$ cat src/rtl/traffic_pkg.sv
// Shared types and lamp encodings for the traffic light controller.
// Lamp vectors are {R,Y,G}.
package traffic_pkg;

  typedef enum logic [2:0] {
    MAIN_G = 3'd0,
    MAIN_Y = 3'd1,
    AR1    = 3'd2,
    SIDE_G = 3'd3,
    SIDE_Y = 3'd4,
    AR2    = 3'd5,
    FLASH  = 3'd6
  } tl_state_e;

  localparam logic [2:0] LAMP_R   = 3'b100;
  localparam logic [2:0] LAMP_Y   = 3'b010;
  localparam logic [2:0] LAMP_G   = 3'b001;
  localparam logic [2:0] LAMP_OFF = 3'b000;

  // Returns {main_lamp, side_lamp} for a state; blink_on gates the FLASH pattern.
  function automatic logic [5:0] lamps_of(tl_state_e s, logic blink_on);
    logic [5:0] result;
    result = {LAMP_R, LAMP_R};
    case (s)
      MAIN_G:  result = {LAMP_G, LAMP_R};
      MAIN_Y:  result = {LAMP_Y, LAMP_R};
      SIDE_G:  result = {LAMP_R, LAMP_G};
      SIDE_Y:  result = {LAMP_R, LAMP_Y};
      FLASH:   result = blink_on ? {LAMP_Y, LAMP_R} : {LAMP_OFF, LAMP_OFF};
      default: result = {LAMP_R, LAMP_R};
    endcase
    return result;
  endfunction

endpackage

$ cat src/rtl/traffic_light_ctrl_if.sv
// Signal bundle between the controller, its phase timer and the pedestrian/maintenance inputs.
// master drives the timer pulses and requests; slave is the controller.
interface traffic_light_ctrl_if;
  logic       green_end;
  logic       yellow_end;
  logic       red_end;
  logic       ped_req;
  logic       flash_en;
  logic       state_green;
  logic       state_yellow;
  logic       state_red;
  logic [2:0] main_lamp;
  logic [2:0] side_lamp;
  logic       walk;

  modport master (
    output green_end, yellow_end, red_end, ped_req, flash_en,
    input  state_green, state_yellow, state_red, main_lamp, side_lamp, walk
  );

  modport slave (
    input  green_end, yellow_end, red_end, ped_req, flash_en,
    output state_green, state_yellow, state_red, main_lamp, side_lamp, walk
  );
endinterface

$ cat src/rtl/traffic_light_ctrl.sv
// Two-road traffic light FSM with pedestrian walk phase and maintenance flashing.
// All outputs are registered from the next state so they change cleanly on the clock edge.
module traffic_light_ctrl
  import traffic_pkg::*;
#(
  parameter int unsigned FLASH_HALF = 4
) (
  input  logic                 clk,
  input  logic                 rst_n,
  traffic_light_ctrl_if.slave  bus
);

  localparam logic [7:0] HALF_LAST = 8'(FLASH_HALF - 1);

  tl_state_e  state;
  tl_state_e  state_nx;
  logic [7:0] blink_cnt;
  logic [7:0] blink_cnt_nx;
  logic       blink_phase;
  logic       blink_phase_nx;
  logic       ped_d;
  logic       ped_pending;
  logic       ped_rise;

  assign ped_rise = bus.ped_req & ~ped_d;

  // Only the end pulse matching the current phase advances; flash_en overrides everything.
  always_comb begin
    state_nx = state;
    if (bus.flash_en) begin
      state_nx = FLASH;
    end else begin
      case (state)
        MAIN_G:  if (bus.green_end)  state_nx = MAIN_Y;
        MAIN_Y:  if (bus.yellow_end) state_nx = AR1;
        AR1:     if (bus.red_end)    state_nx = SIDE_G;
        SIDE_G:  if (bus.green_end)  state_nx = SIDE_Y;
        SIDE_Y:  if (bus.yellow_end) state_nx = AR2;
        AR2:     if (bus.red_end)    state_nx = MAIN_G;
        FLASH:   state_nx = AR2;
        default: state_nx = AR2;
      endcase
    end
  end

  // Blink timing restarts from the lit half on every FLASH entry.
  always_comb begin
    blink_cnt_nx   = 8'd0;
    blink_phase_nx = 1'b0;
    if (state_nx == FLASH && state == FLASH) begin
      if (blink_cnt == HALF_LAST) begin
        blink_cnt_nx   = 8'd0;
        blink_phase_nx = ~blink_phase;
      end else begin
        blink_cnt_nx   = blink_cnt + 8'd1;
        blink_phase_nx = blink_phase;
      end
    end
  end

  always_ff @(posedge clk) begin
    if (!rst_n) begin
      state            <= AR2;
      ped_d            <= 1'b0;
      ped_pending      <= 1'b0;
      blink_cnt        <= 8'd0;
      blink_phase      <= 1'b0;
      bus.state_green  <= 1'b0;
      bus.state_yellow <= 1'b0;
      bus.state_red    <= 1'b1;
      bus.main_lamp    <= LAMP_R;
      bus.side_lamp    <= LAMP_R;
      bus.walk         <= 1'b0;
    end else begin
      state       <= state_nx;
      ped_d       <= bus.ped_req;
      blink_cnt   <= blink_cnt_nx;
      blink_phase <= blink_phase_nx;

      // SIDE_G entry consumes the pending request, but a fresh press on the same edge wins.
      if (state_nx == FLASH && state != FLASH) begin
        ped_pending <= 1'b0;
      end else if (state_nx == SIDE_G && state != SIDE_G) begin
        ped_pending <= ped_rise;
      end else if (ped_rise) begin
        ped_pending <= 1'b1;
      end

      bus.state_green  <= (state_nx == MAIN_G) || (state_nx == SIDE_G);
      bus.state_yellow <= (state_nx == MAIN_Y) || (state_nx == SIDE_Y);
      bus.state_red    <= (state_nx == AR1)    || (state_nx == AR2);
      {bus.main_lamp, bus.side_lamp} <= lamps_of(state_nx, ~blink_phase_nx);
      bus.walk <= (state_nx == SIDE_G) && ((state != SIDE_G) ? ped_pending : bus.walk);
    end
  end

endmodule

$ cat src/flat_wrapper.sv
// flat-port wrapper written by rule: the top's interface ports become plain ports
module traffic_light_ctrl_flat import traffic_pkg::*;
#(
  parameter int unsigned FLASH_HALF = 4
)
  (clk, rst_n, bus_green_end, bus_yellow_end, bus_red_end, bus_ped_req, bus_flash_en, bus_state_green, bus_state_yellow, bus_state_red, bus_main_lamp, bus_side_lamp, bus_walk);
  traffic_light_ctrl_if bus_i ();
  input  logic clk;
  input  logic rst_n;
  input wire logic [$bits(bus_i.green_end)-1:0] bus_green_end;
  input wire logic [$bits(bus_i.yellow_end)-1:0] bus_yellow_end;
  input wire logic [$bits(bus_i.red_end)-1:0] bus_red_end;
  input wire logic [$bits(bus_i.ped_req)-1:0] bus_ped_req;
  input wire logic [$bits(bus_i.flash_en)-1:0] bus_flash_en;
  output wire logic [$bits(bus_i.state_green)-1:0] bus_state_green;
  output wire logic [$bits(bus_i.state_yellow)-1:0] bus_state_yellow;
  output wire logic [$bits(bus_i.state_red)-1:0] bus_state_red;
  output wire logic [$bits(bus_i.main_lamp)-1:0] bus_main_lamp;
  output wire logic [$bits(bus_i.side_lamp)-1:0] bus_side_lamp;
  output wire logic [$bits(bus_i.walk)-1:0] bus_walk;
  assign bus_i.green_end = bus_green_end;
  assign bus_i.yellow_end = bus_yellow_end;
  assign bus_i.red_end = bus_red_end;
  assign bus_i.ped_req = bus_ped_req;
  assign bus_i.flash_en = bus_flash_en;
  assign bus_state_green = bus_i.state_green;
  assign bus_state_yellow = bus_i.state_yellow;
  assign bus_state_red = bus_i.state_red;
  assign bus_main_lamp = bus_i.main_lamp;
  assign bus_side_lamp = bus_i.side_lamp;
  assign bus_walk = bus_i.walk;
  traffic_light_ctrl #(.FLASH_HALF(FLASH_HALF)) u_core (.clk(clk), .rst_n(rst_n), .bus(bus_i));
endmodule
$ cat config.mk
export PLATFORM = sky130hd
export DESIGN_NAME = traffic_light_ctrl_flat
export DESIGN_NICKNAME = d
export VERILOG_FILES = /design/src/rtl/traffic_pkg.sv /design/src/rtl/traffic_light_ctrl_if.sv /design/src/rtl/traffic_light_ctrl.sv /design/src/flat_wrapper.sv
export SDC_FILE = /design/constraint.sdc
export NUM_CORES = 1
export LEC_CHECK = 0
export ABC_AREA = 1
export ABC_CLOCK_PERIOD_IN_PS = 1950
export BUFFER_PORTS_ARGS = -buffer_cell sky130_fd_sc_hd__buf_2
export CAP_MARGIN = 0
export CORE_UTILIZATION = 57
export DETAILED_ROUTE_END_ITERATION = 12
export PLACE_DENSITY_LB_ADDON = 0.25
export SLEW_MARGIN = 20
export SYNTH_ARGS = -nofsm -noshare
export SYNTH_HDL_FRONTEND = slang
export SYNTH_SLANG_ARGS = --single-unit
$ cat constraint.sdc
create_clock -name clk -period 1.95 [get_ports clk]
set_input_delay 0.39 -clock clk [delete_from_list [all_inputs] [get_ports clk]]
set_output_delay 0.39 -clock clk [all_outputs]
set_load 0.005 [all_outputs]
[Word-level counts from Yosys, hierarchy flattened]
Index checks and enable logic that the tools add are counted.
W data, S select, Z words.
Storage, ports and cells
  flip-flop bits (word level): 24
  output and inout port bits: 10
  logic and storage cells: 59
Cells by class
  add/subtract/negate cells: 1
  equality and inequality tests: 15
  mux-type cells: 15
  bitwise operators: 5
  reduce and logical (&&, ||, !) cells: 12
Operators by type and width (number)
  $pmux W6 S5: 1
  $mux W3: 7
  $eq A3 B3 Y1 const B: 6
  $pmux W3 S6: 1
  $eq A3 B2 Y1 const B: 4
  $add A8 B1 Y8 const B: 1
  $eq A8 B2 Y1 const B: 1
  $eq A3 B1 Y1 const B: 2
  $logic_not A3 Y1: 2
  $mux W1: 5
  $mux W5: 1
  $logic_and A1 B1 Y1: 4
  $not A1 Y1: 4
  $logic_or A1 B1 Y1: 3
  $ne A3 B2 Y1 const B: 1
  $ne A3 B3 Y1 const B: 1
  $reduce_or A3 Y1: 1
  $reduce_bool A2 Y1: 1
  $reduce_or A2 Y1: 1
  $and A1 B1 Y1: 1

[Longest topological paths before layout]
Gate-level depths: netlist of the first run.
  depth in word-level cells: 8
  depth in mapped cells: 10

[Worst setup path after synthesis of the first run]
No wires, ideal clock.
  path type: reg2reg
  start point: register u_core.blink_cnt[0]
  end point: register u_core.bus.side_lamp[2]
  arrival time: 1.161 ns
  slack: 0.663 ns
  cell stages (with the launch flop): 11
  clock period less this slack: 1.287 ns
  cell sequence: dfxtp_1 > ha_1 > nand2_1 > nor3_1 > nand2_1 > nand2_1 > nand3_1 > nand2_1 > nand2_1 > inv_1 > nand4_1
Between the ends
  cells in the longest elaborated chain, start to end: 5
RTL lines
  start: declaration: line traffic_light_ctrl.sv:17  | logic [7:0] blink_cnt;
  start signal: assignment: line traffic_light_ctrl.sv:77  | blink_cnt <= blink_cnt_nx;
  $eq A8 B2 Y1: line traffic_light_ctrl.sv:51  | if (blink_cnt == HALF_LAST) begin
  $mux W1: line traffic_light_ctrl.sv:51
  $mux W1: line traffic_light_ctrl.sv:50  | if (state_nx == FLASH && state == FLASH) begin
  $mux W5: line traffic_pkg.sv:29  | FLASH: result = blink_on ? {LAMP_Y, LAMP_R} : {LAMP_OFF, LAMP_OFF};
  $pmux W6 S5: line traffic_pkg.sv:24  | case (s)
  end signal: assignment: line traffic_light_ctrl.sv:92  | {bus.main_lamp, bus.side_lamp} <= lamps_of(state_nx, ~blink_phase_nx);
  end: declaration: line traffic_light_ctrl_if.sv:23  | output state_green, state_yellow, state_red, main_lamp, side_lamp, walk
No other way between the ends.
A chain may end at the register's enable or synchronous reset.

[Worst setup path after layout of the first run]
Same ends and word-level chain as after synthesis.

==> results of run 1 <==
[stage by stage]
step / hold slack, ns / setup slack (ns) / area (um^2) / util [%]
after floorplan: 0.430 / 0.663 / 1050 / -
after global placement: 0.442 / 0.495 / 1150 / 66.6
after detailed placement: 0.456 / 0.470 / 1150 / 66.6
after CTS: 0.255 / 0.458 / 1200 / 69.6
after global routing: 0.246 / 0.311 / 1200 / 69.6
final: 0.258 / 0.447 / 1200 / 69.6
[registers in the layout (all words and copies together) (netlist names), 3 cells and up]
register,flops
u_core.blink_cnt,8
u_core.bus.main_lamp,3
u_core.bus.side_lamp,3
u_core.state,3
[synthesized netlist by cell type (2+ instances only)]
cell / number / area [um^2]
a21oi_1: 5 / 25.0
xor2_1: 3 / 26.3
nand3_1: 14 / 70.1
nor3_1: 2 / 10.0
inv_1: 19 / 71.3
nor2_2: 5 / 31.3
nand2_1: 34 / 128
inv_2: 3 / 11.3
nor2_1: 17 / 63.8
dfxtp_1: 24 / 480
nand2_2: 4 / 25.0
nand4_1: 6 / 37.5
[metal layers]
metal,up-vias,GRT usage [%]
met5,-,0
met4,0,9.09
met3,2,4.80
met2,18,40.9
met1,433,22.4
li1,486,-
[final cells by class]
cell class,instances,share of cell area (%)
sequential,24,40.0
multi-input combinational,97,39.5
inverter,22,6.87
timing repair buffer,16,6.66
tap,25,2.60
clock inverter,1,2.50
clock buffer,3,1.87
[kinds of logic (layout without fill, tap and decap cells)]
kind of cell / count (synthesis) / count (layout)
buffers and inverters: 23 / 42
flip-flops: 24 / 24
XOR/XNOR: 3 / 3
adder cells (fa/ha/maj): 1 / 1
AND/OR/NAND/NOR: 85 / 85
AO/OA/AOI/OAI: 8 / 8
[cells in the final DEF, fill, tap and decap left out, drive strengths merged]
master  instances
a21oi           6
or2             1
bufinv          1
nor2           22
buf            16
xor2            3
nand3          15
o21ai           2
inv            22
nand4           6
clkbuf          3
nand2          39
ha              1
nor3            2
dfxtp          24
[worst paths after layout]
path | start | end
worst min-delay path | bus_ped_req | u_core.ped_d$_SDFF_PN0_
worst min register to register | u_core.ped_pending$_SDFFE_PP0P_ | u_core.ped_pending$_SDFFE_PP0P_
worst max-delay path | u_core.blink_cnt[0]$_SDFF_PP0_ | u_core.bus.side_lamp[2]$_SDFF_PN1_
worst max register to register | u_core.blink_cnt[0]$_SDFF_PP0_ | u_core.bus.side_lamp[2]$_SDFF_PN1_
[worst reg2reg max path, delay by kind of cell (launching register included)]
family	cells	cell delay, ns
fa+ha+maj	1	0.19
buf+inv	1	0.07
simple gates	8	0.72
flops	1	0.41
[power groups by stage]
stage	logic [mW]	clock network [mW]	registers, mW
2_1_floorplan	0.0769	0	0.534
3_3_place_gp	0.111	0	0.532
3_5_place_dp	0.114	0	0.532
4_1_cts	0.115	0.361	0.521
5_1_grt	0.129	0.382	0.524
6_report	0.115	0.355	0.521
==> key figures, run 1 <==
Synthesis
  – Unique masters post-synth: 20
  – Mux contribution to synthesized area: 0%
  – Synth Area in Simple Gates: between 30% and 40%
  – Syn avg cell area: 7.29 um^2
  – Largest family of logic cells by synthesized area: simple AND/OR/NAND/NOR gates
  – Synth warn: 0
  – Share of flip-flops with an asynchronous set or reset: 0%
  – Post-synth EDFFs: 0
  – Area share of fa/ha/maj cells after synthesis: 1.19%
  – Sequential-to-total area share from yosys stat: 45.8%
  – Yosys reg bits: 24
  – Net count after synthesis: 152
  – Synth Area in Compound Gates: 4.17%
  – Synth Flop Type: dfxtp_1
  – Synth Area in XOR/XNOR: around 2.5%
  – Cell count after synthesis: 144
  – Cell area after synthesis: 1050 um^2

Setup path
  – CP arrival: 1.70 ns
  – Stages on worst setup path: 10
  – Worst-path cell chain: ha_1, nand2_1, nor3_1, nand2_1, nand2_1, nand3_1, nand2_1, nand2_1, inv_1, nand4_1
  – Startpoint Class: register
  – Crit Path Category: reg2reg
  – CP Capture Type: register
  – Reg2reg setup slack: 0.45 ns
  – CP delay by family, top: simple AND/OR/NAND/NOR gates
  – FF-to-FF path depth: 10
  – Crit Path Max Fanout: 4
  – Worst path bufs/invs: 1
  – CP peak stage delay: approximately 0.41 ns
  – CP required: 2.15 ns
  – Most used cell, CP: nand2_1
  – CP max-delay cell: dfxtp_1

Clock tree
  – Clock Latency Late Sink: about 0.31 ns
  – Clock Tree Root: clkbuf_4
  – CTS Sinks: 24
  – CTS max path bufs: 2
  – H-tree Lvls: 1
  – Hold-fix buffers at CTS: 0
  – Setup Buffers After CTS: 0
  – Clock transition at path regs: 0.13 ns
  – CTS tree: built
  – CTS buffer count: 3
  – Cts repair resizes: 0

Timing
  – Worst rel slew slack: 83.7%
  – Setup TNS: 0 ns
  – Worst slew pin tran: 0.243 ns
  – Tcrit/Tclk final: 77.1%
  – Fin crit period: roughly 1.5 ns
  – Final Hold Violating Endpoints: 0
  – Final Max Tran Viols: 0
  – Finish-stage setup viols: 0
  – Fmax: 665 MHz
  – Post-route clock skew: 0.00299 ns
  – RSZ-0062 raised after global routing: no

Hold path
  – HP Class: in2reg
  – Hold depth: 3

Floorplanning
  – Core area: 1730 um^2
  – I/O pins: 17
  – Die Area: 2020 um^2
  – Total number of placement rows: 15
  – Die H: 44.9 um
  – Die W: 44.9 um
  – Starting Density: 60.8%

Finish
  – FF+latch area: 480 um^2
  – Nets: around 170
  – Fraction of layout cells with a size suffix above 1: 22.1%
  – Multi-input logic area: roughly 480 um^2
  – Non-filler cells, final: between 150 and 200
  – Ant. Diodes: 0
  – Filler Cells Inserted: 143
  – Area delta synth->final: 14.5%

Run
  – Number of max-cap violations: 0

Routing
  – DRT Wirelength: 2000 um
  – M1 wire length: 846 um
  – Post-route antenna net violation count: 0
  – DR pass1 iterations: 5
  – Highest Signal Layer: met4
  – Routed wl met2: 1080 um
  – DRC: 0
  – Vias/cell: 4.99
  – First-iteration detailed-routing DRC count: 26
  – Routed via count: 939
  – Wire per inst: 10.6 um
  – WL met3: 64 um

Power
  – Reg power frac: 52.6%
  – Comb pwr share: roughly 12%
  – Final Power: roughly 0.99 mW
  – NetSw: 0.230 mW
  – Internal power: 0.761 mW
  – Pwr Density: between 800 and 900 nW/um^2
  – Clock share of power: approximately 36%
  – Static leakage: slightly below 0.6 nW
  – VDD IR max: 0.670 mV
  – Sw frac: 23.3%

GRT
  – First-pass GRT wire length: 3120 um
  – Largest net degree at the start of global routing: 15
  – Total Routing Usage GR: a little over a fifth
  – Number of global-route vias before repair: 813
  – Antenna violations before repair: 0
  – Grt total ovfl: 0

Placement
  – Count of buffers from port buffering: 16
  – RD Place Congestion: 0.810
  – Cells after DPL: 184
  – Detail Placement HPWL: 1530 um

Outcome
  – Status: finished clean
(Power assumes the default switching activity.)
==> run 2, diff against run 1 <==
--- a/config.mk
+++ b/config.mk
@@ -6,10 +6,10 @@
 export NUM_CORES = 1
 export LEC_CHECK = 0
 export ABC_AREA = 1
-export ABC_CLOCK_PERIOD_IN_PS = 1950
+export ABC_CLOCK_PERIOD_IN_PS = 1250
 export BUFFER_PORTS_ARGS = -buffer_cell sky130_fd_sc_hd__buf_2
 export CAP_MARGIN = 0
-export CORE_UTILIZATION = 57
+export CORE_UTILIZATION = 48
 export DETAILED_ROUTE_END_ITERATION = 12
 export PLACE_DENSITY_LB_ADDON = 0.25
 export SLEW_MARGIN = 20
==> constraint.sdc (replaced) <==
create_clock -name clk -period 1.25 [get_ports clk]
set_input_delay 0.25 -clock clk [delete_from_list [all_inputs] [get_ports clk]]
set_output_delay 0.25 -clock clk [all_outputs]
set_load 0.005 [all_outputs]
==> key figures, run 2 (same netlist as run 1, synthesis figures left out) <==
Setup path
  – FF-to-FF path depth: 8
  – Crit Path Max Fanout: 6
  – CP required: 1.51 ns
  – CP max-delay cell: dfxtp_4
  – CP peak stage delay: 0.44 ns
  – Startpoint Class: register
  – CP Capture Type: register
  – Reg-to-Reg End: u_core.bus.state_green$_SDFF_PN0_
  – Worst path bufs/invs: 0
  – RR Startpoint: u_core.state[1]$_SDFF_PN0_
  – Crit Path Category: reg2reg
  – Worst-path cell chain: nand2_4, nor2_4, nand2_2, nand2_2, nor2_4, nand2_4, nand4_1, o21ai_1
  – CP delay by family, top: simple AND/OR/NAND/NOR gates
  – CP arrival: about 1.7 ns
  – Reg2reg setup slack: -0.15 ns

Clock tree
  – H-tree Lvls: 1
  – Hold-fix buffers at CTS: 0
  – Clock Latency Late Sink: 0.32 ns
  – CTS max path bufs: 2
  – Clock transition at path regs: 0.14 ns
  – CTS buffer count: 3
  – Clock Tree Root: clkbuf_4
  – CTS Sinks: 24
  – CTS tree: built

Routing
  – Vias/cell: 5.07
  – DR pass1 iterations: 4
  – DRT Wirelength: 2790 um
  – Wire per inst: 13.3 um
  – DRC: 0
  – Post-route antenna net violation count: 0
  – First-iteration detailed-routing DRC count: 31
  – Routed via count: 1064

Hold path
  – HP Class: in2reg
  – Hold Path End: u_core.ped_d$_SDFF_PN0_
  – Hold depth: 3
  – Worst Hold Launch: bus_ped_req

Floorplanning
  – I/O pins: 17
  – Die Area: 2380 um^2
  – Starting Density: between 50% and 60%
  – Core area: 2000 um^2
  – Die W: 48.8 um
  – Die H: about 49 um
  – Total number of placement rows: 16

Placement
  – Count of buffers from port buffering: 16
  – Detail Placement HPWL: around 1700 um
  – RD Place Congestion: 0.792
  – Cells after DPL: 200
  – Dpl ws: -0.128 ns

Timing
  – Post-route clock skew: 0.00734 ns
  – RSZ-0062 raised after global routing: yes
  – Tcrit/Tclk final: 112%
  – Final Max Tran Viols: 0
  – Final worst slack: -0.149 ns
  – Fin crit period: about 1.4 ns
  – Worst slew pin tran: 0.235 ns
  – Worst rel slew slack: 84.3%
  – Finish-stage setup viols: 20
  – Setup TNS: -1.39 ns
  – Final Hold Violating Endpoints: 0
  – Fmax: 715 MHz
  – Hold Slack: 0.119 ns

GRT
  – Grt total ovfl: 0
  – Largest net degree at the start of global routing: 15
  – Number of global-route vias before repair: 1000
  – First-pass GRT wire length: 4310 um
  – Total Routing Usage GR: around a quarter
  – Antenna violations before repair: 0

Run
  – Number of max-cap violations: 0

Finish
  – Most common cell after layout, fill and taps aside: nand2_1
  – Fraction of layout cells with a size suffix above 1: 54.6%
  – Nets: 192
  – Non-filler cells, final: 210
  – Leading cell types in the layout, fill and taps excluded: 21 x nand2_1, 17 x dfxtp_1, 16 x inv_1, 16 x buf_2, 16 x buf_4
  – Ant. Diodes: 0
  – Largest register FFs: 8
  – Biggest register: u_core.blink_cnt
  – Area delta synth->final: 51.7%
  – Filler Cells Inserted: 131
  – Utilization after layout: 79.6%

Power
  – VDD IR max: around 0.7 mV
  – Static leakage: a little over 0.7 nW
  – Pwr Density: 1060 nW/um^2

Outcome
  – Violated checks: setup timing
  – Status: finished, violations left
run 2: changes by cell type in the layout (fill, tap and decap cells not counted), sizes merged:
cell	delta
buf	+20
run 2: per-stage QoR:
stage | total power [mW] | area [um^2]
floorplan | 0.953 | 1050
global placement | 1.03 | 1260
detailed placement | 1.04 | 1260
CTS | 1.62 | 1440
global route | 1.76 | 1590
finish | 1.69 | 1590
run 2: worst reg2reg max path, delay by kind of cell, from the launching register on:
| family | cells | cell delay [ns] |
|---|---|---|
| flops | 1 | 0.44 |
| simple gates | 7 | 0.74 |
| compound gates | 1 | 0.17 |
run 2: worst max path at each step:
stage                                               from                                 end  slack (ns)  cells after the start
after global routing          u_core.state[1]$_SDFF_PN0_   u_core.bus.state_green$_SDFF_PN0_       -0.24                      8
after global placement        u_core.state[2]$_SDFF_PN1_   u_core.bus.state_green$_SDFF_PN0_       -0.05                      6
after floorplan           u_core.blink_cnt[0]$_SDFF_PP0_  u_core.bus.side_lamp[2]$_SDFF_PN1_        0.01                     10
after CTS                 u_core.blink_cnt[0]$_SDFF_PP0_  u_core.bus.side_lamp[2]$_SDFF_PN1_       -0.09                     10
after detailed placement  u_core.blink_cnt[0]$_SDFF_PP0_  u_core.bus.side_lamp[2]$_SDFF_PN1_       -0.13                     10
final                         u_core.state[1]$_SDFF_PN0_   u_core.bus.state_green$_SDFF_PN0_       -0.15                      8
run 2: what timing repair did:
action                                  4_1_cts  5_1_grt
endpoints found under the setup margin       19       23
endpoints found under the hold margin         0        0
gates resized for setup                      30       40
pin swaps                                    12       15
buffers inserted                              4        2
run 2: cell type report:
class	instances	area [um^2]	share of cell area, %
Tap cell	27	33.8	2.12
Inverter	22	92.6	5.81
Multi-Input combinational cell	97	672	42.2
Clock buffer	3	22.5	1.41
Clock inverter	1	30.0	1.89
Sequential cell	24	497	31.2
Timing Repair Buffer	36	245	15.4
run 2: where the power goes:
group | switching (mW) | internal, mW
clock | 0.250 | 0.324
sequential | 0.0252 | 0.798
combinational | 0.168 | 0.127
run 2: routing by layer:
metal  GRT usage (%)  wire (um)  vias to the layer above
li1                -          -                      529
met1            28.9       1190                      497
met2            40.3       1430                       32
met3            3.14        113                        6
met4            13.2         63                        0
met5               0          0                        -
